$ cat config.mk
export PLATFORM = sky130hd
export DESIGN_NAME = cb_shift_seq
export DESIGN_NICKNAME = d
export VERILOG_FILES = /design/src/rtl/cb_shift_seq.sv
export SDC_FILE = /design/constraint.sdc
export NUM_CORES = 1
export LEC_CHECK = 0
export CAP_MARGIN = 30
export CORE_MARGIN = 1
export CORE_UTILIZATION = 32
export CTS_CLUSTER_SIZE = 40
export DETAILED_ROUTE_END_ITERATION = 8
export PLACE_DENSITY = 0.72
export SYNTH_ARGS = -nofsm -noshare
export SYNTH_HDL_FRONTEND = slang
export SYNTH_SLANG_ARGS = --single-unit
$ cat constraint.sdc
create_clock -name clk -period 3.6 [get_ports clk]
set_input_delay 0.72 -clock clk [delete_from_list [all_inputs] [get_ports clk]]
set_output_delay 0.72 -clock clk [all_outputs]
set_load 0.01 [all_outputs]
$ cat src/rtl/cb_shift_seq.sv
// Sequencer for the Z80 CB rotate/shift group (CB/DDCB/FDCB 00-3F) driving an external combinational rotate unit.
// Optional macro DDCB_REG_COPY_EN: indexed forms also copy the result into register cb_op[2:0].
module cb_shift_seq (
  input  logic        clk,
  input  logic        reset,
  input  logic        start,
  input  logic [7:0]  cb_op,
  input  logic [1:0]  idx_mode,
  input  logic [7:0]  disp,
  input  logic [15:0] hl,
  input  logic [15:0] ix,
  input  logic [15:0] iy,
  output logic [2:0]  reg_sel,
  input  logic [7:0]  reg_rdata,
  input  logic [7:0]  flags_in,
  output logic [7:0]  rot_data_in,
  output logic [7:0]  rot_op,
  output logic [7:0]  rot_flags,
  input  logic [15:0] rot_data_out,
  input  logic [7:0]  rot_flags_out,
  output logic [15:0] mem_addr,
  output logic        mem_rd,
  output logic        mem_wr,
  output logic [7:0]  mem_wdata,
  input  logic [7:0]  mem_rdata,
  input  logic        mem_ready,
  output logic        reg_we,
  output logic [2:0]  reg_wsel,
  output logic [7:0]  reg_wdata,
  output logic        flags_we,
  output logic [7:0]  flags_out,
  output logic        busy,
  output logic        done
);

  typedef enum logic [2:0] {IDLE, RD, EXEC, WR, FIN} state_t;

  state_t state, state_nx;

  logic [7:0]  op_p0;
  logic [7:0]  flags_p0;
  logic [15:0] addr_p0;
  logic        memf_p0;
  logic [7:0]  opnd_p1;
  logic [7:0]  res_p2;
`ifdef DDCB_REG_COPY_EN
  logic        copy_p0;
`endif

  logic               indexed;
  logic               memf_in;
  logic signed [15:0] disp_ext;
  logic [15:0]        addr_in;
  logic [7:0]         unused_hi;

  function automatic logic [3:0] xlate(input logic [2:0] sel);
    case (sel)
      3'd0:    xlate = 4'h0;
      3'd1:    xlate = 4'h2;
      3'd2:    xlate = 4'h4;
      3'd3:    xlate = 4'h6;
      3'd4:    xlate = 4'h8;
      3'd5:    xlate = 4'h9;
      3'd6:    xlate = 4'hB;
      default: xlate = 4'hA;
    endcase
  endfunction

  // idx_mode 11 is reserved and falls back to the HL form
  assign indexed  = (idx_mode == 2'b01) || (idx_mode == 2'b10);
  assign memf_in  = indexed || (cb_op[2:0] == 3'd6);
  assign disp_ext = 16'(signed'(disp));
  assign addr_in  = (idx_mode == 2'b01) ? ix + disp_ext :
                    (idx_mode == 2'b10) ? iy + disp_ext : hl;

  assign unused_hi = rot_data_out[15:8];
  assign reg_sel   = op_p0[2:0];
  assign rot_op    = {4'h0, xlate(op_p0[5:3])};
  assign rot_flags = flags_p0;
  assign mem_addr  = addr_p0;
  assign busy      = (state != IDLE);

  // Accept / operand capture / result capture
  always_ff @(posedge clk or posedge reset) begin
    if (reset) begin
      state    <= IDLE;
      op_p0    <= '0;
      flags_p0 <= '0;
      addr_p0  <= '0;
      memf_p0  <= 1'b0;
      opnd_p1  <= '0;
      res_p2   <= '0;
`ifdef DDCB_REG_COPY_EN
      copy_p0  <= 1'b0;
`endif
    end else begin
      state <= state_nx;
      if (state == IDLE && start) begin
        op_p0    <= cb_op;
        flags_p0 <= flags_in;
        addr_p0  <= addr_in;
        memf_p0  <= memf_in;
`ifdef DDCB_REG_COPY_EN
        copy_p0  <= indexed && (cb_op[2:0] != 3'd6);
`endif
      end
      if (state == RD && mem_ready) opnd_p1 <= mem_rdata;
      if (state == EXEC)            res_p2  <= rot_data_out[7:0];
    end
  end

  always_comb begin
    state_nx    = state;
    rot_data_in = '0;
    mem_rd      = 1'b0;
    mem_wr      = 1'b0;
    mem_wdata   = '0;
    reg_we      = 1'b0;
    reg_wsel    = '0;
    reg_wdata   = '0;
    flags_we    = 1'b0;
    flags_out   = '0;
    done        = 1'b0;
    case (state)
      IDLE: begin
        if (start) begin
          if (cb_op[7:6] != 2'b00) state_nx = FIN;
          else if (memf_in)        state_nx = RD;
          else                     state_nx = EXEC;
        end
      end
      RD: begin
        mem_rd = 1'b1;
        if (mem_ready) state_nx = EXEC;
      end
      EXEC: begin
        rot_data_in = memf_p0 ? opnd_p1 : reg_rdata;
        flags_we    = 1'b1;
        flags_out   = rot_flags_out;
        if (!memf_p0) begin
          reg_we    = 1'b1;
          reg_wsel  = op_p0[2:0];
          reg_wdata = rot_data_out[7:0];
        end
`ifdef DDCB_REG_COPY_EN
        else if (copy_p0) begin
          reg_we    = 1'b1;
          reg_wsel  = op_p0[2:0];
          reg_wdata = rot_data_out[7:0];
        end
`endif
        state_nx = memf_p0 ? WR : FIN;
      end
      WR: begin
        mem_wr    = 1'b1;
        mem_wdata = res_p2;
        if (mem_ready) state_nx = FIN;
      end
      FIN: begin
        done     = 1'b1;
        state_nx = IDLE;
      end
      default: state_nx = IDLE;
    endcase
  end

endmodule

After elaboration in Yosys (flattened, before gate mapping)

Index checks and enable logic that the tools add are counted.

Flip-flop bits (word level): 50
Input bits: 118

Add/sub/neg operators: 2
Eq/ne operators: 16
Muxes and demuxes: 24
Reductions and logical operators: 9

Operators by type and width:

| operator                                                        | count |
|---|---|
| 8-bit two-way mux                                               | 6 |
| 16-bit adder                                                    | 2 |
| 16-bit two-way mux                                              | 2 |
| 4-bit one-hot mux with 7 select lines                           | 1 |
| 3-bit two-way mux                                               | 7 |
| 3-bit == test, second input constant                            | 5 |
| 3-bit by 2-bit == test with 1-bit output, second input constant | 4 |
| 3-bit one-hot mux with 4 select lines                           | 1 |
| 3-bit by 1-bit == test with 1-bit output, second input constant | 2 |
| 3-bit logical NOT                                               | 2 |
| 1-bit two-way mux                                               | 6 |
| 2-bit inequality test, second input constant                    | 3 |
| 3-bit AND reduction                                             | 1 |
| 3-bit nonzero test                                              | 1 |
| 2-bit by 1-bit == test with 1-bit output, second input constant | 1 |
| 2-bit == test, second input constant                            | 1 |
| 1-bit logical AND                                               | 2 |
| 1-bit logical OR                                                | 2 |
| 2-bit two-way mux                                               | 1 |
| 2-bit nonzero test                                              | 1 |

Longest topological paths before layout

Depth after elaboration: 7
Gate-level depth with buffers: 9

Worst setup path before layout

Ideal clock, no wire load.

Kind: input to register
From: in disp[0]
To: reg addr_p0[14] (netlist: mem_addr[14])
Setup time: 0.127 ns
Arrival time: 2.426 ns
Setup slack: 1.047 ns
Stages: 9
Buffers on the path: 0
Cell sequence: ha_1 -> fa_1 -> a21oi_1 -> o21ai_2 -> a41o_1 -> a21oi_2 -> o31a_1 -> xor2_1 -> o21ai_1

Word-level cells in the longest chain between the ends: 3
Elaborated cells on any way between the ends: 4

Ends and longest elaborated chain:

| element                | line | RTL |
|---|---|---|
| from (decl)            | 9    | `input logic [7:0] disp,` |
| 16-bit adder           | 74   | `(idx_mode == 2'b10) ? iy + disp_ext : hl;` |
| 16-bit two-way mux     | 74   |  |
| 16-bit two-way mux (*) | 73   | `assign addr_in = (idx_mode == 2'b01) ? ix + disp_ext :` |
| to (signal assigned)   | 101  | `addr_p0 <= addr_in;` |
| to (decl)              | 42   | `logic [15:0] addr_p0;` |

Mark *: on every way between the ends. The rest lies on a longest branch, timed or not.
A chain may end at the register's enable or synchronous reset.

Final worst setup path

From: reg state[0]
To: out reg_wsel[1]

Word-level cells in the longest chain between the ends: 2

Ends and longest elaborated chain:

| element                                  | line | RTL |
|---|---|---|
| from (decl)                              | 38   | `state_t state, state_nx;` |
| from (signal assigned)                   | 97   | `state <= state_nx;` |
| 3-bit by 2-bit == test with 1-bit output | 124  | `case (state)` |
| 3-bit two-way mux                        | 124  |  |
| to (decl)                                | 28   | `output logic [2:0] reg_wsel,` |

Every way passes these cells.

==> flow_summary_export.csv <==
group,metric,value,unit
timing,fmax,299,MHz
global_routing,globalRouteTotalUtil,0.183,
worst_setup_path,crit_start,"state[0]",
timing,tightest_slew,0.765,ns
detailed_routing,routedWlPerCell,14.9,um
timing,setup_viol,0,
global_routing,grt_pass1_wl,19.2,mm
clocking,ctsResizeCount,0,
yosys,ys.flop_type,"dfrtp_1",
detailed_routing,wl,12.4,mm
yosys,synth-edff-count,0,
yosys,ys_seq_area_frac,0.306,
floorplan,die_area,13200,sq um
clocking,cts_setup_buffers,0,
yosys,async_reset_ff_frac,1.00,
detailed_routing,vias_per_cell,5.02,
worst_setup_path,cp.arrival,2.63,ns
placed_design,dpl_worst_slack,0.269,ns
detailed_routing,drt_iter0_markers,190,
floorplan,die_w,115,um
detailed_routing,vias,4157,
timing,max_slew_margin,0.490,
clocking,root_buffer,"clkbuf_16",
detailed_routing,ant_nets,0,
power_and_ir_drop,switchingPower,1.21,mW
worst_setup_path,r2r-start,"state[1]",
power_and_ir_drop,power_leakage,2.70,nW
placed_design,hpwl,10.2,mm
placed_design,dpl.cell_count,820,
yosys,synth_area,4090,sq um
floorplan,num_rows,40,
timing,period_minus_slack,3.35,ns
flow_run,max_cap_viol_count,0,
worst_setup_path,crit_required,2.88,ns
floorplan,coreArea,12200,sq um
final_layout,diodes,0,
power_and_ir_drop,p_seq_frac,0.320,
yosys,yosys.cell_types.count,63,
global_routing,grt_max_degree,39,
worst_setup_path,startpoint_type,"register",
yosys,ys_seq_elements,50,
worst_setup_path,end_kind,"output port",
global_routing,grt_pass1_vias,3924,
timing,fin_crit_sh,0.930,
worst_setup_path,cp_max_fo,13,
run_status,outcome,"completed",
power_and_ir_drop,p_sw_frac,0.369,
timing,grt_setup_unrepaired,"false",
final_layout,area_growth,51.8,%
clocking,clk_latency,0.29,ns
clocking,cts_tree,"yes",
power_and_ir_drop,power.density,526,nW/um^2
floorplan,die-height,115,um
clocking,clk_pin_slew,0.07,ns
clocking,max-clock-path-buffers,2,
floorplan,start_util,0.335,
clocking,cts_buffers,5,
power_and_ir_drop,irDropWorstVdd,0.263,mV
placed_design,gp_congestion,0.889,
clocking,numClockSinks,50,
global_routing,grt_overflow_total,0,
floorplan,top_level_ports,194,
global_routing,antenna_found_initial,0,
timing,fin_skew,0.00488,ns
timing,finalHoldViolCount,0,
power_and_ir_drop,p_int,2.06,mW
power_and_ir_drop,clock_power_share,0.164,
worst_hold_path,hold_path.class,"register to register",
worst_hold_path,min-delay-start,"res_p2[2]",
worst_setup_path,crit_type,"register to output port",
timing,drv_slew,0,
final_layout,instances_no_fill,828,
final_layout,drive_gt1_frac,0.0606,
timing,timing.final.ws_setup,0.253,ns
timing,fin_setup_tns,0,ns
clocking,cts_hold_buf,0,
power_and_ir_drop,p_total,3.27,mW
placed_design,io_buffers,181,
power_and_ir_drop,power_frac_comb,0.515,
yosys,yosys_warnings,0,
final_layout,fin_nets,811,
detailed_routing,drt_first_pass_iters,4,
yosys,netlist_instances,485,
yosys,synth_area_per_cell,8.43,sq um
detailed_routing,route.detailed.drc,0,
clocking,cts-htree-levels,2,
==> power by group through the flow <==
| stage | clock network (mW) | registers (mW) | logic, mW |
|---|---|---|---|
| after CTS | 0.559 | 1.05 | 1.71 |
| after floorplan | 0 | 1.03 | 0.921 |
| after global routing | 0.574 | 1.08 | 1.85 |
| after global placement | 0 | 1.05 | 1.67 |
| final | 0.538 | 1.05 | 1.68 |
| after detailed placement | 0 | 1.06 | 1.70 |
==> worst paths after layout <==
check	cells after the start	to	slack, ns
min in group asynchronous	2	opnd_p1[4]	0.71
worst max register to register	5	mem_addr[11]	1.44
max in group asynchronous	3	mem_addr[9]	2.38
worst min register to register	2	res_p2[2]	0.47
worst max-delay path	5	reg_wsel[1]	0.25
worst min-delay path	2	res_p2[2]	0.47
==> registers in the layout (all words and copies together), names as in the netlist <==
signal     flops
mem_addr      16
memf_p0        1
op_p0          6
opnd_p1        8
res_p2         8
rot_flags      8
state          3
==> synth_stat cells, drive strengths merged (15+ instances only) <==
cell,instances,share of area
nand2,94,0.086
dfrtp,50,0.31
a21oi,39,0.050
ha,32,0.098
nor2,32,0.030
o21ai,28,0.037
and2,22,0.034
clkbuf,15,0.019
inv,15,0.014
mux2i,15,0.037
xnor2,15,0.032
==> cells in the final DEF, fill, tap and decap left out, types with 14 or more instances in the layout <==
cell	count
o21ai_0	24
dfrtp_1	50
and2_1	22
clkdlybuf4s50_1	181
nor2_1	31
ha_1	32
mux2i_1	15
inv_1	14
xnor2_1	15
a21oi_1	36
nand2_1	94
==> cells by family after synthesis <==
group                    after synthesis  synth area share
other                                  1          0.000917
adder cells (fa/ha/maj)               34             0.108
AND/OR/NAND/NOR                      188             0.212
flip-flops                            50             0.306
multiplexers                          25            0.0642
buffers and inverters                 42            0.0538
XOR/XNOR                              26            0.0557
AO/OA/AOI/OAI                        119             0.199
==> critical path, stage by stage (launching register included) <==
cell	delay [ns]
dfrtp_1	0.47
nor2_1	0.40
nand2_1	0.13
nor2_1	0.52
and2_1	0.27
clkdlybuf4s50_1	0.55
==> cell type report <==
type	count	area (sq um)
tap	168	210
clock buffer	6	129
inverter	16	60.1
timing repair buffer	190	1890
clock inverter	2	37.5
sequential	50	1250
multi-input combinational	396	2630
fill	1161	6000
==> through the flow <==
| stage | cell area, sq um | hold slack (ns) | util |
|---|---|---|---|
| floorplan | 4100 | 0.437 | - |
| global placement | 6020 | 0.453 | 0.493 |
| detailed placement | 6040 | 0.454 | 0.495 |
| CTS | 6210 | 0.472 | 0.509 |
| global route | 6210 | 0.489 | 0.509 |
| finish | 6210 | 0.467 | 0.509 |
==> metal layers <==
metal,part of all wire,GRT usage,vias up,wire length [um]
li1,-,-,2044,-
met1,0.43,0.218,1927,5260
met2,0.48,0.333,171,5940
met3,0.078,0.0401,15,969
met4,0.015,0.0476,0,187
met5,0,0,-,0
Power figures use the tool's default switching activity.
